## src/rtl/dcache_ctrl_p_if.sv

```systemverilog
// Bundle of the datapath-side and memory-side signals of the data-cache controller.
// The master modport is the controller's view. The slave modport is the view of the
// surrounding cache array and memory arbiter.
interface dcache_ctrl_p_if #(
    parameter int WORDS  = 2,
    parameter int FRAMES = 16,
    parameter int CNT_W  = 32
) ();
    localparam int BW = (WORDS  > 1) ? $clog2(WORDS)  : 1;
    localparam int FW = (FRAMES > 1) ? $clog2(FRAMES) : 1;

    // datapath / cache-array side
    logic             dmemREN;
    logic             dmemWEN;
    logic             halt_req;
    logic             dhit;
    logic             dirty;
    // memory side
    logic             dwait;
    logic             dREN;
    logic             dWEN;
    logic [BW-1:0]    beat;
    logic             wb_sel;
    logic             fill_we;
    logic [FW-1:0]    frame_idx;
    logic             frame_inval;
    logic             ctstore;
    logic [CNT_W-1:0] hit_count;
    logic             flushing;
    logic             halt;

    modport master (
        input  dmemREN, dmemWEN, halt_req, dhit, dirty, dwait,
        output dREN, dWEN, beat, wb_sel, fill_we, frame_idx, frame_inval,
               ctstore, hit_count, flushing, halt
    );

    modport slave (
        output dmemREN, dmemWEN, halt_req, dhit, dirty, dwait,
        input  dREN, dWEN, beat, wb_sel, fill_we, frame_idx, frame_inval,
               ctstore, hit_count, flushing, halt
    );
endinterface

```

## src/rtl/dcache_ctrl_p.sv

```systemverilog
// Data-cache control unit.
// It sequences clean-miss fills and dirty-miss write-back followed by a fill.
// It also runs the end-of-program flush walk, the hit-count store and the sticky halt.
// The burst length is WORDS beats; the flush walks FRAMES frames.
module dcache_ctrl_p #(
    parameter int WORDS  = 2,
    parameter int FRAMES = 16,
    parameter int CNT_W  = 32
) (
    input  logic             CLK,
    input  logic             RST,
    dcache_ctrl_p_if.master  bus
);
    localparam int BW = (WORDS  > 1) ? $clog2(WORDS)  : 1;
    localparam int FW = (FRAMES > 1) ? $clog2(FRAMES) : 1;

    typedef enum logic [2:0] {
        IDLE    = 3'd0,
        WB      = 3'd1,
        FILL    = 3'd2,
        FLCHK   = 3'd3,
        FLWB    = 3'd4,
        CTSTORE = 3'd5,
        HALT    = 3'd6
    } state_t;

    state_t           state_q,     state_d;
    logic [BW-1:0]    beat_q,      beat_d;
    logic [FW-1:0]    frame_idx_q, frame_idx_d;
    logic [CNT_W-1:0] hit_count_q, hit_count_d;
    logic             replay_q,    replay_d;

    logic dren_s, dwen_s, wb_sel_s, fill_we_s, frame_inval_s, ctstore_s, flushing_s, halt_s;
    logic access_s, miss_s, last_beat_s, last_frame_s;

    assign access_s     = bus.dmemREN | bus.dmemWEN;
    assign miss_s       = access_s & ~bus.dhit;
    assign last_beat_s  = (beat_q == BW'(WORDS - 1));
    assign last_frame_s = (frame_idx_q == FW'(FRAMES - 1));

    // State, counters and replay flag; reset wins over every state, including HALT
    always_ff @(posedge CLK) begin
        if (RST) begin
            state_q     <= IDLE;
            beat_q      <= '0;
            frame_idx_q <= '0;
            hit_count_q <= '0;
            replay_q    <= 1'b0;
        end else begin
            state_q     <= state_d;
            beat_q      <= beat_d;
            frame_idx_q <= frame_idx_d;
            hit_count_q <= hit_count_d;
            replay_q    <= replay_d;
        end
    end

    // Next-state and output decode.
    // While dwait is high, state, beat and all outputs hold steady.
    always_comb begin
        state_d       = state_q;
        beat_d        = beat_q;
        frame_idx_d   = frame_idx_q;
        hit_count_d   = hit_count_q;
        replay_d      = replay_q;
        dren_s        = 1'b0;
        dwen_s        = 1'b0;
        wb_sel_s      = 1'b0;
        fill_we_s     = 1'b0;
        frame_inval_s = 1'b0;
        ctstore_s     = 1'b0;
        flushing_s    = 1'b0;
        halt_s        = 1'b0;
        case (state_q)
            IDLE: begin
                // The access replayed after a fill hits but must not be counted again
                replay_d = 1'b0;
                if (access_s && bus.dhit && !replay_q) begin
                    hit_count_d = hit_count_q + CNT_W'(1);
                end else begin
                    hit_count_d = hit_count_q;
                end
                if (miss_s && bus.dirty) begin
                    state_d = WB;
                end else if (miss_s) begin
                    state_d = FILL;
                end else if (bus.halt_req) begin
                    state_d = FLCHK;
                end else begin
                    state_d = IDLE;
                end
            end
            WB: begin
                dwen_s   = 1'b1;
                wb_sel_s = 1'b1;
                if (!bus.dwait && last_beat_s) begin
                    beat_d        = '0;
                    frame_inval_s = 1'b1;
                    state_d       = FILL;
                end else if (!bus.dwait) begin
                    beat_d = beat_q + BW'(1);
                end else begin
                    beat_d = beat_q;
                end
            end
            FILL: begin
                dren_s    = 1'b1;
                fill_we_s = ~bus.dwait;
                if (!bus.dwait && last_beat_s) begin
                    beat_d   = '0;
                    replay_d = 1'b1;
                    state_d  = IDLE;
                end else if (!bus.dwait) begin
                    beat_d = beat_q + BW'(1);
                end else begin
                    beat_d = beat_q;
                end
            end
            FLCHK: begin
                flushing_s = 1'b1;
                if (bus.dirty) begin
                    state_d = FLWB;
                end else if (last_frame_s) begin
                    // Clean frame: invalidate it and move on in the same cycle
                    frame_inval_s = 1'b1;
                    state_d       = CTSTORE;
                end else begin
                    frame_inval_s = 1'b1;
                    frame_idx_d   = frame_idx_q + FW'(1);
                end
            end
            FLWB: begin
                flushing_s = 1'b1;
                dwen_s     = 1'b1;
                wb_sel_s   = 1'b1;
                if (!bus.dwait && last_beat_s) begin
                    beat_d        = '0;
                    frame_inval_s = 1'b1;
                    if (last_frame_s) begin
                        state_d = CTSTORE;
                    end else begin
                        frame_idx_d = frame_idx_q + FW'(1);
                        state_d     = FLCHK;
                    end
                end else if (!bus.dwait) begin
                    beat_d = beat_q + BW'(1);
                end else begin
                    beat_d = beat_q;
                end
            end
            CTSTORE: begin
                dwen_s    = 1'b1;
                ctstore_s = 1'b1;
                if (!bus.dwait) begin
                    frame_idx_d = '0;
                    state_d     = HALT;
                end else begin
                    state_d = CTSTORE;
                end
            end
            HALT: begin
                halt_s  = 1'b1;
                state_d = HALT;
            end
            default: begin
                state_d = IDLE;
            end
        endcase
    end

    assign bus.dREN        = dren_s;
    assign bus.dWEN        = dwen_s;
    assign bus.beat        = beat_q;
    assign bus.wb_sel      = wb_sel_s;
    assign bus.fill_we     = fill_we_s;
    assign bus.frame_idx   = frame_idx_q;
    assign bus.frame_inval = frame_inval_s;
    assign bus.ctstore     = ctstore_s;
    assign bus.hit_count   = hit_count_q;
    assign bus.flushing    = flushing_s;
    assign bus.halt        = halt_s;
endmodule

```

## src/flat_wrapper.sv

```systemverilog
// flat-port wrapper written by rule: the top's interface ports become plain ports
module dcache_ctrl_p_flat 
#(
    parameter int WORDS  = 2,
    parameter int FRAMES = 16,
    parameter int CNT_W  = 32
)
  (CLK, RST, bus_dmemREN, bus_dmemWEN, bus_halt_req, bus_dhit, bus_dirty, bus_dwait, bus_dREN, bus_dWEN, bus_beat, bus_wb_sel, bus_fill_we, bus_frame_idx, bus_frame_inval, bus_ctstore, bus_hit_count, bus_flushing, bus_halt);
  dcache_ctrl_p_if #(.WORDS(WORDS), .FRAMES(FRAMES), .CNT_W(CNT_W)) bus_i ();
  input  logic CLK;
  input  logic RST;
  input wire logic [$bits(bus_i.dmemREN)-1:0] bus_dmemREN;
  input wire logic [$bits(bus_i.dmemWEN)-1:0] bus_dmemWEN;
  input wire logic [$bits(bus_i.halt_req)-1:0] bus_halt_req;
  input wire logic [$bits(bus_i.dhit)-1:0] bus_dhit;
  input wire logic [$bits(bus_i.dirty)-1:0] bus_dirty;
  input wire logic [$bits(bus_i.dwait)-1:0] bus_dwait;
  output wire logic [$bits(bus_i.dREN)-1:0] bus_dREN;
  output wire logic [$bits(bus_i.dWEN)-1:0] bus_dWEN;
  output wire logic [$bits(bus_i.beat)-1:0] bus_beat;
  output wire logic [$bits(bus_i.wb_sel)-1:0] bus_wb_sel;
  output wire logic [$bits(bus_i.fill_we)-1:0] bus_fill_we;
  output wire logic [$bits(bus_i.frame_idx)-1:0] bus_frame_idx;
  output wire logic [$bits(bus_i.frame_inval)-1:0] bus_frame_inval;
  output wire logic [$bits(bus_i.ctstore)-1:0] bus_ctstore;
  output wire logic [$bits(bus_i.hit_count)-1:0] bus_hit_count;
  output wire logic [$bits(bus_i.flushing)-1:0] bus_flushing;
  output wire logic [$bits(bus_i.halt)-1:0] bus_halt;
  assign bus_i.dmemREN = bus_dmemREN;
  assign bus_i.dmemWEN = bus_dmemWEN;
  assign bus_i.halt_req = bus_halt_req;
  assign bus_i.dhit = bus_dhit;
  assign bus_i.dirty = bus_dirty;
  assign bus_i.dwait = bus_dwait;
  assign bus_dREN = bus_i.dREN;
  assign bus_dWEN = bus_i.dWEN;
  assign bus_beat = bus_i.beat;
  assign bus_wb_sel = bus_i.wb_sel;
  assign bus_fill_we = bus_i.fill_we;
  assign bus_frame_idx = bus_i.frame_idx;
  assign bus_frame_inval = bus_i.frame_inval;
  assign bus_ctstore = bus_i.ctstore;
  assign bus_hit_count = bus_i.hit_count;
  assign bus_flushing = bus_i.flushing;
  assign bus_halt = bus_i.halt;
  dcache_ctrl_p #(.WORDS(WORDS), .FRAMES(FRAMES), .CNT_W(CNT_W)) u_core (.CLK(CLK), .RST(RST), .bus(bus_i));
endmodule
```

## config.mk

```make
export PLATFORM = sky130hd
export DESIGN_NAME = dcache_ctrl_p_flat
export DESIGN_NICKNAME = d
export VERILOG_FILES = /design/src/rtl/dcache_ctrl_p_if.sv /design/src/rtl/dcache_ctrl_p.sv /design/src/flat_wrapper.sv
export SDC_FILE = /design/constraint.sdc
export NUM_CORES = 1
export LEC_CHECK = 0
export CORE_ASPECT_RATIO = 0.75
export CORE_MARGIN = 2
export CORE_UTILIZATION = 50
export DETAILED_ROUTE_END_ITERATION = 12
export GPL_TIMING_DRIVEN = 1
export MAX_ROUTING_LAYER = met4
export PLACE_DENSITY = 0.9
export SETUP_SLACK_MARGIN = 0.5
export SKIP_LAST_GASP = 1
export SYNTH_ARGS = -nofsm -noshare
export SYNTH_HDL_FRONTEND = slang
export SYNTH_SLANG_ARGS = --single-unit
```

## constraint.sdc

```tcl
create_clock -name CLK -period 2.2 [get_ports CLK]
set_input_delay 0.33 -clock CLK [delete_from_list [all_inputs] [get_ports CLK]]
set_output_delay 0.33 -clock CLK [all_outputs]
set_load 0.005 [all_outputs]
```

After elaboration in Yosys (flattened, before gate mapping). Index checks and enable logic that the tools add are counted.

Add/sub/neg operators: 3. Equality and inequality tests: 14. Muxes and demuxes: 30. Bitwise logic cells: 4. Reductions and logical operators: 18.

Operator list (number): $add 32x1->32 const B (1); $mux 3 (8); $pmux 3 s7 (1); $mux 4 (4); $mux 1 (12); $pmux 4 s3 (1); $eq 3x3->1 const B (3); $ne 2x1->1 const B (4); $reduce_and 4->1 (2); $eq 3x2->1 const B (2); $reduce_and 2->1 (3); $reduce_or 3->1 (2); $add 4x1->4 const B (1); $eq 4x4->1 const B (1); $logic_and 1x1->1 (4); $mux 2 (2); $ne 2x2->1 const B (2); $pmux 1 s2 (2); $reduce_or 2->1 (2); $eq 3x1->1 const B (1); $logic_not 3->1 (1); $ne 3x2->1 const B (1); $reduce_bool 3->1 (1); $logic_not 1->1 (2); other kinds (5) (6).

Bits in registers: 41. Output and inout bits: 45. Logic and storage cells: 74.

Logic depth before layout (Yosys ltp).
Depth after elaboration: 5. Gate-level depth with buffers: 7. Mapped depth without buffers: 6.

Worst setup path after synthesis. OpenSTA, ideal clock, no wires.

Path kind: register -> register. Start: register u_core.state_q[0]. End: register u_core.hit_count_q[23], in the netlist u_core.bus.hit_count[23]. Data arrival time: 1.804 ns. Data required time: 2.072 ns. Slack: 0.268 ns. Stages on the path, launching flop included: 6. Buffers on the path: 0. Path through: dfxtp_1 or3_4 or4_4 nor4_2 xnor2_1 nor2_1.

Cells in the longest elaborated chain, start to end: 2.

RTL lines: start, declared (line dcache_ctrl_p.sv:27) `state_t state_q, state_d;`; start signal, assigned (line dcache_ctrl_p.sv:50) `state_q <= state_d;`; $logic_not 3->1 (line dcache_ctrl_p.sv:74) `case (state_q)`; $reduce_and 2->1 (no line); end signal, assigned (line dcache_ctrl_p.sv:53) `hit_count_q <= hit_count_d;`; end, declared (line dcache_ctrl_p.sv:30) `logic [CNT_W-1:0] hit_count_q, hit_count_d;`.

No other way between the ends. A chain may end at the register's enable or synchronous reset.

Final worst setup path.
Start: register u_core.state_q[0]. End: output bus_frame_inval.

Cells in the longest elaborated chain, start to end: 3. Elaborated cells between the ends (all ways): 5. Those cells by class: eq/ne: 3; mux: 1; reduce/logical: 1.

RTL lines: $eq 3x1->1 / $eq 3x3->1 (equally long branches) (line dcache_ctrl_p.sv:74); $reduce_or 2->1 (no line); $pmux 1 s2 (*) (line dcache_ctrl_p.sv:74); end, declared (line flat_wrapper.sv:24) `output wire logic [$bits(bus_i.frame_inval)-1:0] bus_frame_inval;`.

Every way passes the cells marked *; elsewhere a longest branch is shown, timed or not.

==> run summary <==
fraction of layout cells with a size suffix above 1 - 38.44%
hold crit path type - reg -> reg
final instance area - 0.003804 mm²
Worst-Skew Late Latency - 0.31 ns
largest net degree at the start of global routing - 23
worst path cell trace - buf_4 > buf_12 > buf_12 > nor2_2 > nand3_1 > o21ai_1 > buf_2
Mapped Cells - 277
P_int - 1.664 mW
critical path peak fanout - 10
Row Count - 20
WP data arrival - 1.66 ns
Area Growth Syn to Fin - 71.07%
FF-to-FF End - u_core.bus.hit_count[26]$_SDFFE_PP0P_
Vias - 2956
post-synthesis sequential area ratio - 36.92%
buffers added on ports - 52
crit path kind - reg -> out
Max transition margin - 69.17%
gr usage total - 30.12%
synth unique cells - 44
cts bufs inserted - 5
Max rail drop VDD - 574.1 µV
CP dominant cell by count - buf_12
syn_nets - 287
slowest stage delay, CP - 0.33 ns
initial DRC count - 453
Flop pwr share - 32.5%
WP data required - 1.87 ns
r2r startpoint - u_core.state_q[2]$_SDFFE_PP0P_
Clock Skew - 0.01209 ns
final setup fails - 0
Avg Inst Size Synth - 8.027 µm²
die height - 61.75 µm
global placement routability congestion - 0.9233
Gate power share - 43.1%
overall power - 2.569 mW
Worst Tran Pin Value - 0.4624 ns
CTS tree - done
most common cell after layout, fill and taps aside - buf_4
ANT cells - 0
io pins - 53
Post-Route WL - 10570 µm
area post-placement - 0.003004 mm²
P_leak - 1.570 nW
nets - 395
Cell Area, Synth - 0.002223 mm²
vias per cell - 6.718
critical path endpoint category - primary output
crit share post-route - 90.43%
Die ar. - 0.005002 mm²
Hold Fails Final Rpt - 0
antenna violations before repair - 0
Startpoint Class - flip-flop
vias in the first global route - 2317
start point of the worst min-delay path - u_core.bus.hit_count[31]$_SDFFE_PP0P_
Area contributors post-synth - dfxtp_1 37%, nor2_1 7.3%, xnor2_1 6.7%
clock slew at reported path FFs - 0.09 ns
top cell type's share of synthesized area - 36.92%
max-cap viol count - 0
CTS root buf - clkbuf_8
DRC Markers - 0
Layout fillers - 156
CTS Buffer Depth - 2
FF-to-FF setup slack - 0.26 ns
most area-hungry cell type in the Yosys netlist - dfxtp_1
Placeable Area - 0.004154 mm²
#FFs+latches synth - 41
Sink Count - 41
minimum clock period - 1.989 ns
Hold-fix buffers, CTS - 0
Main synth FF type - dfxtp_1
GRT Residual Overflow - 0
wire per inst - 24.02 µm
Slowest-stage cell, CP - dfxtp_2
Initial Utilization - 53.52%
DRT Pass-1 Iters - 8
post-synthesis async set-or-reset flop share - 0%
HPWL Detailed - 4372 µm
final slew viol count - 0
RSZ-0062 raised after global routing - true
Psw - 0.9050 mW
Setup crit start - u_core.state_q[0]$_SDFFE_PP0P_
htree depth - 2
first-pass GRT wire length - 10960 µm
worst r2r path cells - 6
status - complete, no violations
PwrDens - 675.4 mW/mm²
clock share of power - 24.3%
Antenna Nets Post-Route - 0
Yosys Warn Count - 0
sw frac - 35.22%
die width - 81 µm
commonest non-fill, non-tap cells in the layout - 44 x buf_4, 41 x clkdlybuf4s50_1, 37 x nor2_1, 21 x nand2_1, 20 x dfxtp_1
Worst Setup EP - bus_frame_inval
Post-synth EDFFs - 0
maximum clock rate - 502.7 MHz
final setup TNS - 0 ns
==> routing by layer <==
metal | part of all wire, % | vias to the layer above | GRT usage, %
met5 | 0 | - | -
met4 | 7.8 | 0 | 10.65
met3 | 12 | 111 | 5.347
met2 | 45 | 300 | 48.41
met1 | 35 | 1347 | 38.85
li1 | - | 1198 | -
==> how the worst min path moves through the flow <==
stage	slack, ns	to	depth (start not counted)
2_1_floorplan	0.47	u_core.bus.hit_count[31]$_SDFFE_PP0P_	2
3_3_place_gp	0.47	u_core.bus.hit_count[31]$_SDFFE_PP0P_	2
3_5_place_dp	0.48	u_core.bus.hit_count[31]$_SDFFE_PP0P_	2
4_1_cts	0.49	u_core.bus.hit_count[31]$_SDFFE_PP0P_	2
5_1_grt	0.50	u_core.bus.hit_count[31]$_SDFFE_PP0P_	2
6_report	0.50	u_core.bus.hit_count[31]$_SDFFE_PP0P_	2
==> state kept, by name, summed over array words and instances (netlist names) <==
signal and count:
u_core.bus.frame_idx 4, u_core.bus.hit_count 32, u_core.state_q 3, u_core.replay_q 1
u_core.bus.beat 1
==> critical path: cells and delay by family (launching register included) <==
family,cells,cell delay (ns)
and+or+nand+nor,2,0.34
buffers and inverters,4,0.54
AOI/OAI and AO/OA,1,0.13
DFF,1,0.33
==> cells by family after synthesis <==
| kind of cell | count (synthesis) | synth area share (%) |
|---|---|---|
| muxes | 1 | 0.4502 |
| AOI/OAI and AO/OA | 42 | 11.48 |
| adders and majority gates | 2 | 1.125 |
| DFF | 41 | 36.92 |
| buffers and inverters | 17 | 2.926 |
| and+or+nand+nor | 149 | 37.25 |
| xor gates and xnor gates | 25 | 9.848 |
==> power by group through the flow <==
stage / Combinational [mW] / Sequential [mW] / Clock, mW
floorplan: 0.377 / 0.841 / 0
global placement: 0.613 / 0.836 / 0
detailed placement: 0.622 / 0.838 / 0
CTS: 0.738 / 0.822 / 0.598
global route: 1.14 / 0.839 / 0.647
finish: 1.11 / 0.836 / 0.625
==> layout make-up <==
class | instances | area (µm²) | area share, %
clock inverters | 2 | 35.03 | 0.9211
inverters | 7 | 26.28 | 0.6908
clock buffers | 5 | 68.82 | 1.809
well taps | 55 | 68.82 | 1.809
repair buffers | 111 | 1028 | 27.04
multi-input cells | 219 | 1709 | 44.93
flip-flops and latches | 41 | 867.1 | 22.80
==> synthesized netlist by cell type, types with 2 or more instances <==
cell type and instances:
nand3_1 13, a21oi_1 18, o21a_1 2, nand4_1 10, inv_1 7, nor3_2 2, dfxtp_1 41, xnor2_1 17
nor4_1 3, o32ai_1 2, nand2b_1 9, xor2_1 8, nand4b_1 2, and3_1 3, nor2b_1 3, or4_1 3
nor2_1 43, or3_1 11, nor3_1 9, ha_1 2, o21ai_0 8, and3b_1 2, clkbuf_1 9, nand2_1 24
a31oi_1 2, nor4_2 6
==> through the flow <==
| stage | hold slack [ns] | util (%) | worst slack (ns) | instances |
|---|---|---|---|---|
| 4_1_cts | 0.4852 | 81.60 | 0.3648 | 418 |
| 2_1_floorplan | 0.4743 | - | 0.4501 | 277 |
| 3_5_place_dp | 0.4751 | 72.32 | 0.01484 | 391 |
| 6_report | 0.4954 | 91.57 | 0.2106 | 440 |
| 3_3_place_gp | 0.4675 | 72.32 | 0.05938 | 391 |
| 5_1_grt | 0.4994 | 91.57 | 0.1808 | 440 |
==> what timing repair did <==
| action | in CTS | in global routing |
|---|---|---|
| buffers inserted | 20 | 22 |
| gates resized for setup | 42 | 84 |
| pin swaps | 18 | 30 |
| endpoints found under the setup margin | 34 | 43 |
| endpoints found under the hold margin | 0 | 0 |
Note: power is estimated with default switching activity, not from simulation.
